<file path="src/rtl/bpsk_demod_ctrl_if.sv">
// Purpose: groups the control and status signals between the BPSK demodulator
//   controller and its host or demodulator.
// Latency: wires only. The bundle itself adds no delay.
// Backpressure: none. Start and stop are single-cycle pulses.
// Ports: start, stop, mode_req, freq_in[7:0] and demod_bit are inputs to the controller.
//   demod_en, demod_mode, locked, freq_out[7:0], timeout and state[2:0] are controller outputs.
interface bpsk_demod_ctrl_if;
  logic       start;
  logic       stop;
  logic       mode_req;
  logic [7:0] freq_in;
  logic       demod_bit;
  logic       demod_en;
  logic       demod_mode;
  logic       locked;
  logic [7:0] freq_out;
  logic       timeout;
  logic [2:0] state;

  // master: host/bench side, drives the requests and the demodulator observations
  modport master (
    output start, stop, mode_req, freq_in, demod_bit,
    input  demod_en, demod_mode, locked, freq_out, timeout, state
  );

  // slave: controller side
  modport slave (
    input  start, stop, mode_req, freq_in, demod_bit,
    output demod_en, demod_mode, locked, freq_out, timeout, state
  );
endinterface

</file>
<file path="src/rtl/bpsk_demod_ctrl.sv">
// Purpose: the controller selects raw pass-through or BPSK demodulation.
//   In BPSK mode it acquires the symbol rate, verifies it and tracks lock.
// Latency: every output is registered. State changes one cycle after the causing event.
// Backpressure: none. Start and stop are one-cycle requests, and start is ignored outside IDLE.
// Ports: clk_32m is the 32 MHz clock. rst is the synchronous active-high reset.
//   bus is the slave modport of bpsk_demod_ctrl_if.
module bpsk_demod_ctrl #(
  parameter int unsigned WIN_CYCLES   = 32000,
  parameter int unsigned LOCK_WINDOWS = 4,
  parameter int unsigned ACQ_TIMEOUT  = 64,
  parameter int unsigned MISS_MAX     = 3
) (
  input  logic              clk_32m,
  input  logic              rst,
  bpsk_demod_ctrl_if.slave  bus
);

  localparam int TW = (WIN_CYCLES > 1) ? $clog2(WIN_CYCLES) : 1;
  localparam int AW = $clog2(ACQ_TIMEOUT + 1);
  localparam int MW = $clog2(LOCK_WINDOWS + 1);
  localparam int XW = $clog2(MISS_MAX + 1);

  typedef enum logic [2:0] {
    S_IDLE   = 3'd0,
    S_PASS   = 3'd1,
    S_ACQ    = 3'd2,
    S_VERIFY = 3'd3,
    S_LOCKED = 3'd4,
    S_LOST   = 3'd5
  } state_t;

  state_t          r_state;
  logic [TW-1:0]   r_timer;
  logic            r_activity;
  logic            r_prev_bit;
  logic [AW-1:0]   r_acq_cnt;
  logic [MW-1:0]   r_match_cnt;
  logic [XW-1:0]   r_miss_cnt;
  logic [7:0]      r_cand;
  logic [7:0]      r_freq_out;
  logic            r_timeout;
  logic            r_demod_en;
  logic            r_demod_mode;
  logic            r_locked;

  logic            w_run;
  logic            w_win_end;
  logic            w_act;
  logic            w_freq_ok;
  logic            w_good;
  logic [AW-1:0]   w_acq_inc;
  logic [MW-1:0]   w_match_inc;
  logic [XW-1:0]   w_miss_inc;

  assign w_run     = (r_state == S_ACQ) || (r_state == S_VERIFY) ||
                     (r_state == S_LOCKED) || (r_state == S_LOST);
  assign w_win_end = w_run && (r_timer == TW'(WIN_CYCLES - 1));
  // A bit edge on the window_end cycle itself still counts for the closing window.
  assign w_act     = r_activity | (bus.demod_bit ^ r_prev_bit);
  assign w_freq_ok = (bus.freq_in == 8'd6) || (bus.freq_in == 8'd8) || (bus.freq_in == 8'd10);
  assign w_good    = w_act & w_freq_ok;

  // Saturating increments
  assign w_acq_inc   = (r_acq_cnt   == AW'(ACQ_TIMEOUT))  ? r_acq_cnt   : r_acq_cnt + 1'b1;
  assign w_match_inc = (r_match_cnt == MW'(LOCK_WINDOWS)) ? r_match_cnt : r_match_cnt + 1'b1;
  assign w_miss_inc  = (r_miss_cnt  == XW'(MISS_MAX))     ? r_miss_cnt  : r_miss_cnt + 1'b1;

  always_ff @(posedge clk_32m) begin
    if (rst) begin
      r_state      <= S_IDLE;
      r_timer      <= '0;
      r_activity   <= 1'b0;
      r_prev_bit   <= 1'b0;
      r_acq_cnt    <= '0;
      r_match_cnt  <= '0;
      r_miss_cnt   <= '0;
      r_cand       <= '0;
      r_freq_out   <= '0;
      r_timeout    <= 1'b0;
      r_demod_en   <= 1'b0;
      r_demod_mode <= 1'b0;
      r_locked     <= 1'b0;
    end else begin
      r_prev_bit <= bus.demod_bit;
      if ((r_state != S_IDLE) && bus.stop) begin
        r_state      <= S_IDLE;
        r_demod_en   <= 1'b0;
        r_demod_mode <= 1'b0;
        r_locked     <= 1'b0;
      end else begin
        case (r_state)
          S_IDLE: begin
            // Holding the counters clear for the whole of IDLE (it lasts at least
            // one cycle) guarantees ACQ always starts from a fresh window.
            r_timer     <= '0;
            r_activity  <= 1'b0;
            r_acq_cnt   <= '0;
            r_match_cnt <= '0;
            r_miss_cnt  <= '0;
            r_cand      <= '0;
            if (bus.start) begin
              r_timeout    <= 1'b0;
              r_demod_en   <= 1'b1;
              r_demod_mode <= bus.mode_req;
              r_state      <= bus.mode_req ? S_ACQ : S_PASS;
            end
          end
          S_PASS: ;
          default: begin
            r_timer    <= w_win_end ? '0 : r_timer + 1'b1;
            r_activity <= w_win_end ? 1'b0 : w_act;
            if (w_win_end) begin
              case (r_state)
                S_ACQ: begin
                  if (w_good) begin
                    r_cand      <= bus.freq_in;
                    r_match_cnt <= MW'(1);
                    r_state     <= S_VERIFY;
                  end else begin
                    r_acq_cnt <= w_acq_inc;
                    if (w_acq_inc >= AW'(ACQ_TIMEOUT)) begin
                      r_timeout    <= 1'b1;
                      r_state      <= S_IDLE;
                      r_demod_en   <= 1'b0;
                      r_demod_mode <= 1'b0;
                    end
                  end
                end
                S_VERIFY: begin
                  if (w_good && (bus.freq_in == r_cand)) begin
                    r_match_cnt <= w_match_inc;
                    if (w_match_inc >= MW'(LOCK_WINDOWS)) begin
                      r_freq_out <= r_cand;
                      r_acq_cnt  <= '0;
                      r_miss_cnt <= '0;
                      r_locked   <= 1'b1;
                      r_state    <= S_LOCKED;
                    end
                  end else begin
                    r_acq_cnt   <= w_acq_inc;
                    r_match_cnt <= '0;
                    if (w_acq_inc >= AW'(ACQ_TIMEOUT)) begin
                      r_timeout    <= 1'b1;
                      r_state      <= S_IDLE;
                      r_demod_en   <= 1'b0;
                      r_demod_mode <= 1'b0;
                    end else begin
                      r_state <= S_ACQ;
                    end
                  end
                end
                S_LOCKED: begin
                  if (w_good && (bus.freq_in == r_freq_out)) begin
                    r_miss_cnt <= '0;
                  end else if (w_miss_inc >= XW'(MISS_MAX)) begin
                    r_miss_cnt <= '0;
                    r_locked   <= 1'b0;
                    r_state    <= S_LOST;
                  end else begin
                    r_miss_cnt <= w_miss_inc;
                  end
                end
                default: begin  // S_LOST: one window to recover before reacquiring
                  if (w_good && (bus.freq_in == r_freq_out)) begin
                    r_locked <= 1'b1;
                    r_state  <= S_LOCKED;
                  end else begin
                    r_acq_cnt   <= '0;
                    r_match_cnt <= '0;
                    r_state     <= S_ACQ;
                  end
                end
              endcase
            end
          end
        endcase
      end
    end
  end

  assign bus.demod_en   = r_demod_en;
  assign bus.demod_mode = r_demod_mode;
  assign bus.locked     = r_locked;
  assign bus.freq_out   = r_freq_out;
  assign bus.timeout    = r_timeout;
  assign bus.state      = r_state;

endmodule

</file>
<file path="src/flat_wrapper.sv">
// flat-port wrapper written by rule: the top's interface ports become plain ports
module bpsk_demod_ctrl_flat 
#(
  parameter int unsigned WIN_CYCLES   = 32000,
  parameter int unsigned LOCK_WINDOWS = 4,
  parameter int unsigned ACQ_TIMEOUT  = 64,
  parameter int unsigned MISS_MAX     = 3
)
  (clk_32m, rst, bus_start, bus_stop, bus_mode_req, bus_freq_in, bus_demod_bit, bus_demod_en, bus_demod_mode, bus_locked, bus_freq_out, bus_timeout, bus_state);
  bpsk_demod_ctrl_if bus_i ();
  input  logic clk_32m;
  input  logic rst;
  input wire logic [$bits(bus_i.start)-1:0] bus_start;
  input wire logic [$bits(bus_i.stop)-1:0] bus_stop;
  input wire logic [$bits(bus_i.mode_req)-1:0] bus_mode_req;
  input wire logic [$bits(bus_i.freq_in)-1:0] bus_freq_in;
  input wire logic [$bits(bus_i.demod_bit)-1:0] bus_demod_bit;
  output wire logic [$bits(bus_i.demod_en)-1:0] bus_demod_en;
  output wire logic [$bits(bus_i.demod_mode)-1:0] bus_demod_mode;
  output wire logic [$bits(bus_i.locked)-1:0] bus_locked;
  output wire logic [$bits(bus_i.freq_out)-1:0] bus_freq_out;
  output wire logic [$bits(bus_i.timeout)-1:0] bus_timeout;
  output wire logic [$bits(bus_i.state)-1:0] bus_state;
  assign bus_i.start = bus_start;
  assign bus_i.stop = bus_stop;
  assign bus_i.mode_req = bus_mode_req;
  assign bus_i.freq_in = bus_freq_in;
  assign bus_i.demod_bit = bus_demod_bit;
  assign bus_demod_en = bus_i.demod_en;
  assign bus_demod_mode = bus_i.demod_mode;
  assign bus_locked = bus_i.locked;
  assign bus_freq_out = bus_i.freq_out;
  assign bus_timeout = bus_i.timeout;
  assign bus_state = bus_i.state;
  bpsk_demod_ctrl #(.WIN_CYCLES(WIN_CYCLES), .LOCK_WINDOWS(LOCK_WINDOWS), .ACQ_TIMEOUT(ACQ_TIMEOUT), .MISS_MAX(MISS_MAX)) u_core (.clk_32m(clk_32m), .rst(rst), .bus(bus_i));
endmodule
</file>
<file path="config.mk">
export PLATFORM = sky130hd
export DESIGN_NAME = bpsk_demod_ctrl_flat
export DESIGN_NICKNAME = d
export VERILOG_FILES = /design/src/rtl/bpsk_demod_ctrl_if.sv /design/src/rtl/bpsk_demod_ctrl.sv /design/src/flat_wrapper.sv
export SDC_FILE = /design/constraint.sdc
export NUM_CORES = 1
export LEC_CHECK = 0
export ABC_CLOCK_PERIOD_IN_PS = 2600
export CAP_MARGIN = 30
export CELL_PAD_IN_SITES_DETAIL_PLACEMENT = 0
export CELL_PAD_IN_SITES_GLOBAL_PLACEMENT = 2
export CORE_MARGIN = 10
export CORE_UTILIZATION = 32
export CTS_BUF_LIST = sky130_fd_sc_hd__clkbuf_8
export CTS_CLUSTER_SIZE = 30
export DETAILED_ROUTE_END_ITERATION = 12
export PLACE_DENSITY_LB_ADDON = 0.1
export SKIP_LAST_GASP = 1
export SLEW_MARGIN = 15
export SYNTH_ARGS = -nofsm -noshare
export SYNTH_HDL_FRONTEND = slang
export SYNTH_SLANG_ARGS = --single-unit
</file>
<file path="constraint.sdc">
create_clock -name clk_32m -period 2.6 [get_ports clk_32m]
set_input_delay 0.52 -clock clk_32m [delete_from_list [all_inputs] [get_ports clk_32m]]
set_output_delay 0.52 -clock clk_32m [all_outputs]
set_load 0.01 [all_outputs]
</file>
==> flow_summary_export.csv <==
group,metric,value,unit
run_status,status,"completed",
timing,setup_viol,0,
grt,first_global_vias,2799,
timing,hold-worst-slack,0.464,ns
yosys,synth_top_cell_area_share,36.2,%
final_layout,fin_nets,439,
yosys,ys_types,56,
timing,finalClockSkew,0.00400,ns
critical_path,cp-end-kind,"register",
yosys,synth_area_leaders,"dfxtp_1, xor2_1, nor2_1",
critical_path,cp.arrival,2.74,ns
floorplanning,dieArea,0.0132,sq mm
yosys,synth_edf_count,0,
floorplanning,die_height,115,um
pwr,p_per_area,688,mW/mm^2
drt,first_iter_violations,97,
critical_path,reg2regPathDepth,7,
yosys,syn_area_per_cell,8.27,sq um
floorplanning,initial_core_util,33.0,%
drt,antenna_left,0,
critical_path,critPathMaxStageDelay,0.44,ns
timing,finalHoldViolations,0,
drt,num_vias,2794,
clocking,cts_root_buf,"clkbuf_8",
drt,dr.pass1.iters,4,
timing,tns,0,ns
clocking,clkTransAtPathRegs,0.10,ns
clocking,cts_tree,"done",
clocking,cts.path.max_buffers,2,
pwr,p_leak,0.00146,uW
critical_path,crit_required,2.80,ns
critical_path,path_delay_family,"simple AND/OR/NAND/NOR gates",
place,io_buffers,28,
pwr,p_int,1630,uW
critical_path,rrSetupSlack,0.28,ns
final_layout,diodes,0,
timing,tightest_slew,0.716,ns
critical_path,r2r_end,"u_core.bus.state[1]",
job,max_cap_violations,0,
yosys,synthTopCellsByCount,"dfxtp_1, nor2_1, nand2_1",
grt,grt_busiest_layer,"met2",
critical_path,start_kind,"primary input",
yosys,syn_area,0.00288,sq mm
yosys,synth_ff_type,"dfxtp_1",
timing,slew_headroom,51.7,%
pwr,power_switching,988,uW
clocking,cts_hold_buffers,0,
timing,slew_violations,0,
min_path,min-delay-start,"u_core.bus.demod_mode",
timing,fmax,395,MHz
grt,grt_overflow,0,
critical_path,path_class,"in -> reg",
timing,rsz0062_at_grt,"no",
grt,use_met2,20.6,%
grt,grt.met3_usage,2.45,%
yosys,ys_warn_count,0,
min_path,hold_path_class,"reg -> reg",
floorplanning,pin_count,29,
place,dpl_cell_area,0.00359,sq mm
grt,grt_pass1_wl,14000,um
clocking,cts.sinks,52,
critical_path,r2r-start,"u_core.r_acq_cnt[0]",
clocking,cts-buffers-inserted,5,
drt,routed_wirelength,8400,um
yosys,seq_area_frac_synth,36.2,%
yosys,synth_most_common_cell,"dfxtp_1",
yosys,synthCells,348,
final_layout,postLayoutCellArea,0.00380,sq mm
drt,drc_errors,0,
clocking,htreeDepth,2,
yosys,yosys.area.top_type,"dfxtp_1",
final_layout,syn2layout_area_growth,32.2,%
critical_path,cp_num_buf_inv,2,
grt,grt_start_max_net_pins,17,
critical_path,cp_slowest_cell,"clkdlybuf4s50_1",
yosys,async_flop_share,0,%
clocking,insertion_delay,0.31,ns
pwr,ir_drop,0.000260,V
pwr,p_seq_share,33.5,%
grt,antenna_found_initial,0,
drt,viasPerCell,5.28,
min_path,hold_path_depth,2,
pwr,combPwrFrac,43.3,%
min_path,whs_endpoint,"u_core.bus.demod_mode",
grt,met1_usage,17.1,%
floorplanning,design.core.area,0.00872,sq mm
floorplanning,rows,34,
critical_path,critical_path.cell_chain,"clkdlybuf4s50_1 -> or4_4 -> a211oi_4 -> buf_6 -> a211o_2 -> o21ai_2 -> or3_1 -> o311a_1",
critical_path,crit_fanout,6,
grt,track_usage,12.8,%
pwr,p_clk_share,23.2,%
drt,post_drt_wl_per_cell,15.9,um
floorplanning,die_w,115,um
yosys,syn_nets,367,
place,hpwlAfterDp,6440,um
place,gp_congestion,0.817,
timing,period_needed,2.53,ns
final_layout,drive_gt1_share,19.2,%
timing,period_share,97.5,%
pwr,swShare,37.7,%
yosys,ys_seq_elements,52,
state kept, by name (all words and copies together) (netlist names):
signal,count
u_core.bus.demod_en,1
u_core.bus.demod_mode,1
u_core.bus.freq_out,8
u_core.bus.locked,1
u_core.bus.state,3
u_core.bus.timeout,1
u_core.r_acq_cnt,7
u_core.r_activity,1
u_core.r_cand,8
u_core.r_match_cnt,3
u_core.r_miss_cnt,2
u_core.r_prev_bit,1
u_core.r_timer,15
through the flow:
| step | total power [uW] | utilization, % | setup WS, ns | instances |
|---|---|---|---|---|
| global placement | 2000 | 41.2 | -0.419 | 519 |
| CTS | 2600 | 42.8 | 0.0120 | 528 |
| finish | 2620 | 43.6 | 0.0653 | 529 |
| detailed placement | 2000 | 41.2 | -0.471 | 519 |
| global route | 2780 | 43.6 | 0.00575 | 529 |
| floorplan | 1560 | - | 0.122 | 348 |
power groups by stage:
| stage | Combinational (uW) | Sequential (uW) | Clock [uW] |
|---|---|---|---|
| final | 1130 | 878 | 607 |
| after global routing | 1240 | 885 | 655 |
| after CTS | 1110 | 878 | 620 |
| after detailed placement | 1100 | 897 | 0 |
| after global placement | 1100 | 895 | 0 |
| after floorplan | 660 | 897 | 0 |
worst reg2reg max path, cell delays in order, from the launching register on:
cell and delay, ns:
dfxtp_1 0.42, ha_1 0.21, nand3_1 0.16, or3_1 0.44, nand2_1 0.15, o21ai_2 0.10, or3_1 0.37, o311a_1 0.36
routing by layer:
layer | vias to the layer above | wire (um) | part of all wire (%)
met1 | 1328 | 4090 | 49
met2 | 46 | 3840 | 46
met5 | - | 0 | 0
met3 | 12 | 355 | 4.2
li1 | 1408 | - | -
met4 | 0 | 114 | 1.4
worst max-delay path by stage:
stage                     slack (ns)      startpoint                   to  cells past startpoint
after floorplan                 0.12  bus_freq_in[6]  u_core.bus.state[1]                      6
after global placement         -0.42  bus_freq_in[6]  u_core.bus.state[1]                      7
after detailed placement       -0.47  bus_freq_in[6]  u_core.r_acq_cnt[5]                      7
after CTS                       0.01  bus_freq_in[0]  u_core.bus.state[1]                      8
after global routing           0.006  bus_freq_in[6]  u_core.bus.state[1]                      8
final                           0.07  bus_freq_in[6]  u_core.bus.state[1]                      8
what timing repair did:
item / CTS / global route
gates cloned: 0 / 0
pin swaps: 2 / 6
buffers inserted: 1 / 1
resized for setup: 2 / 14
endpoints found under the setup margin: 15 / 16
cells in the final DEF, fill, tap and decap left out, types with 4 or more instances in the layout:
cell type	count
dfxtp_1	52
buf_4	47
nor2_1	34
nand2_1	25
clkdlybuf4s50_1	25
nand3_1	23
a21oi_1	23
xor2_1	22
inv_1	13
o21ai_0	13
and3_1	13
nor3_1	12
nand4_1	11
xnor2_1	9
or3_1	6
clkbuf_8	6
o31ai_1	5
ha_1	5
nand3b_1	4
a211oi_1	4
o32ai_1	4
and2_1	4
nor2b_1	4
final cells by class:
type | count | area, sq um
clock buffer | 6 | 82.6
inverter | 13 | 48.8
multi-input combinational | 271 | 1790
tap | 108 | 135
sequential | 52 | 1040
fill | 914 | 4920
timing repair buffer | 77 | 672
clock inverter | 2 | 38.8
cell families (layout without fill, tap and decap cells):
kind of cell               Yosys count  count (layout)  share of synthesized area, %
adders and majority gates            5               5                          2.17
DFF                                 52              52                          36.2
buffers and inverters               25              98                          4.00
xor gates and xnor gates            32              32                          9.74
AOI/OAI and AO/OA                   73              73                          17.9
and+or+nand+nor                    158             158                          29.0
muxes                                3               3                          1.04
No activity file was read; power rests on OpenSTA's default activity.
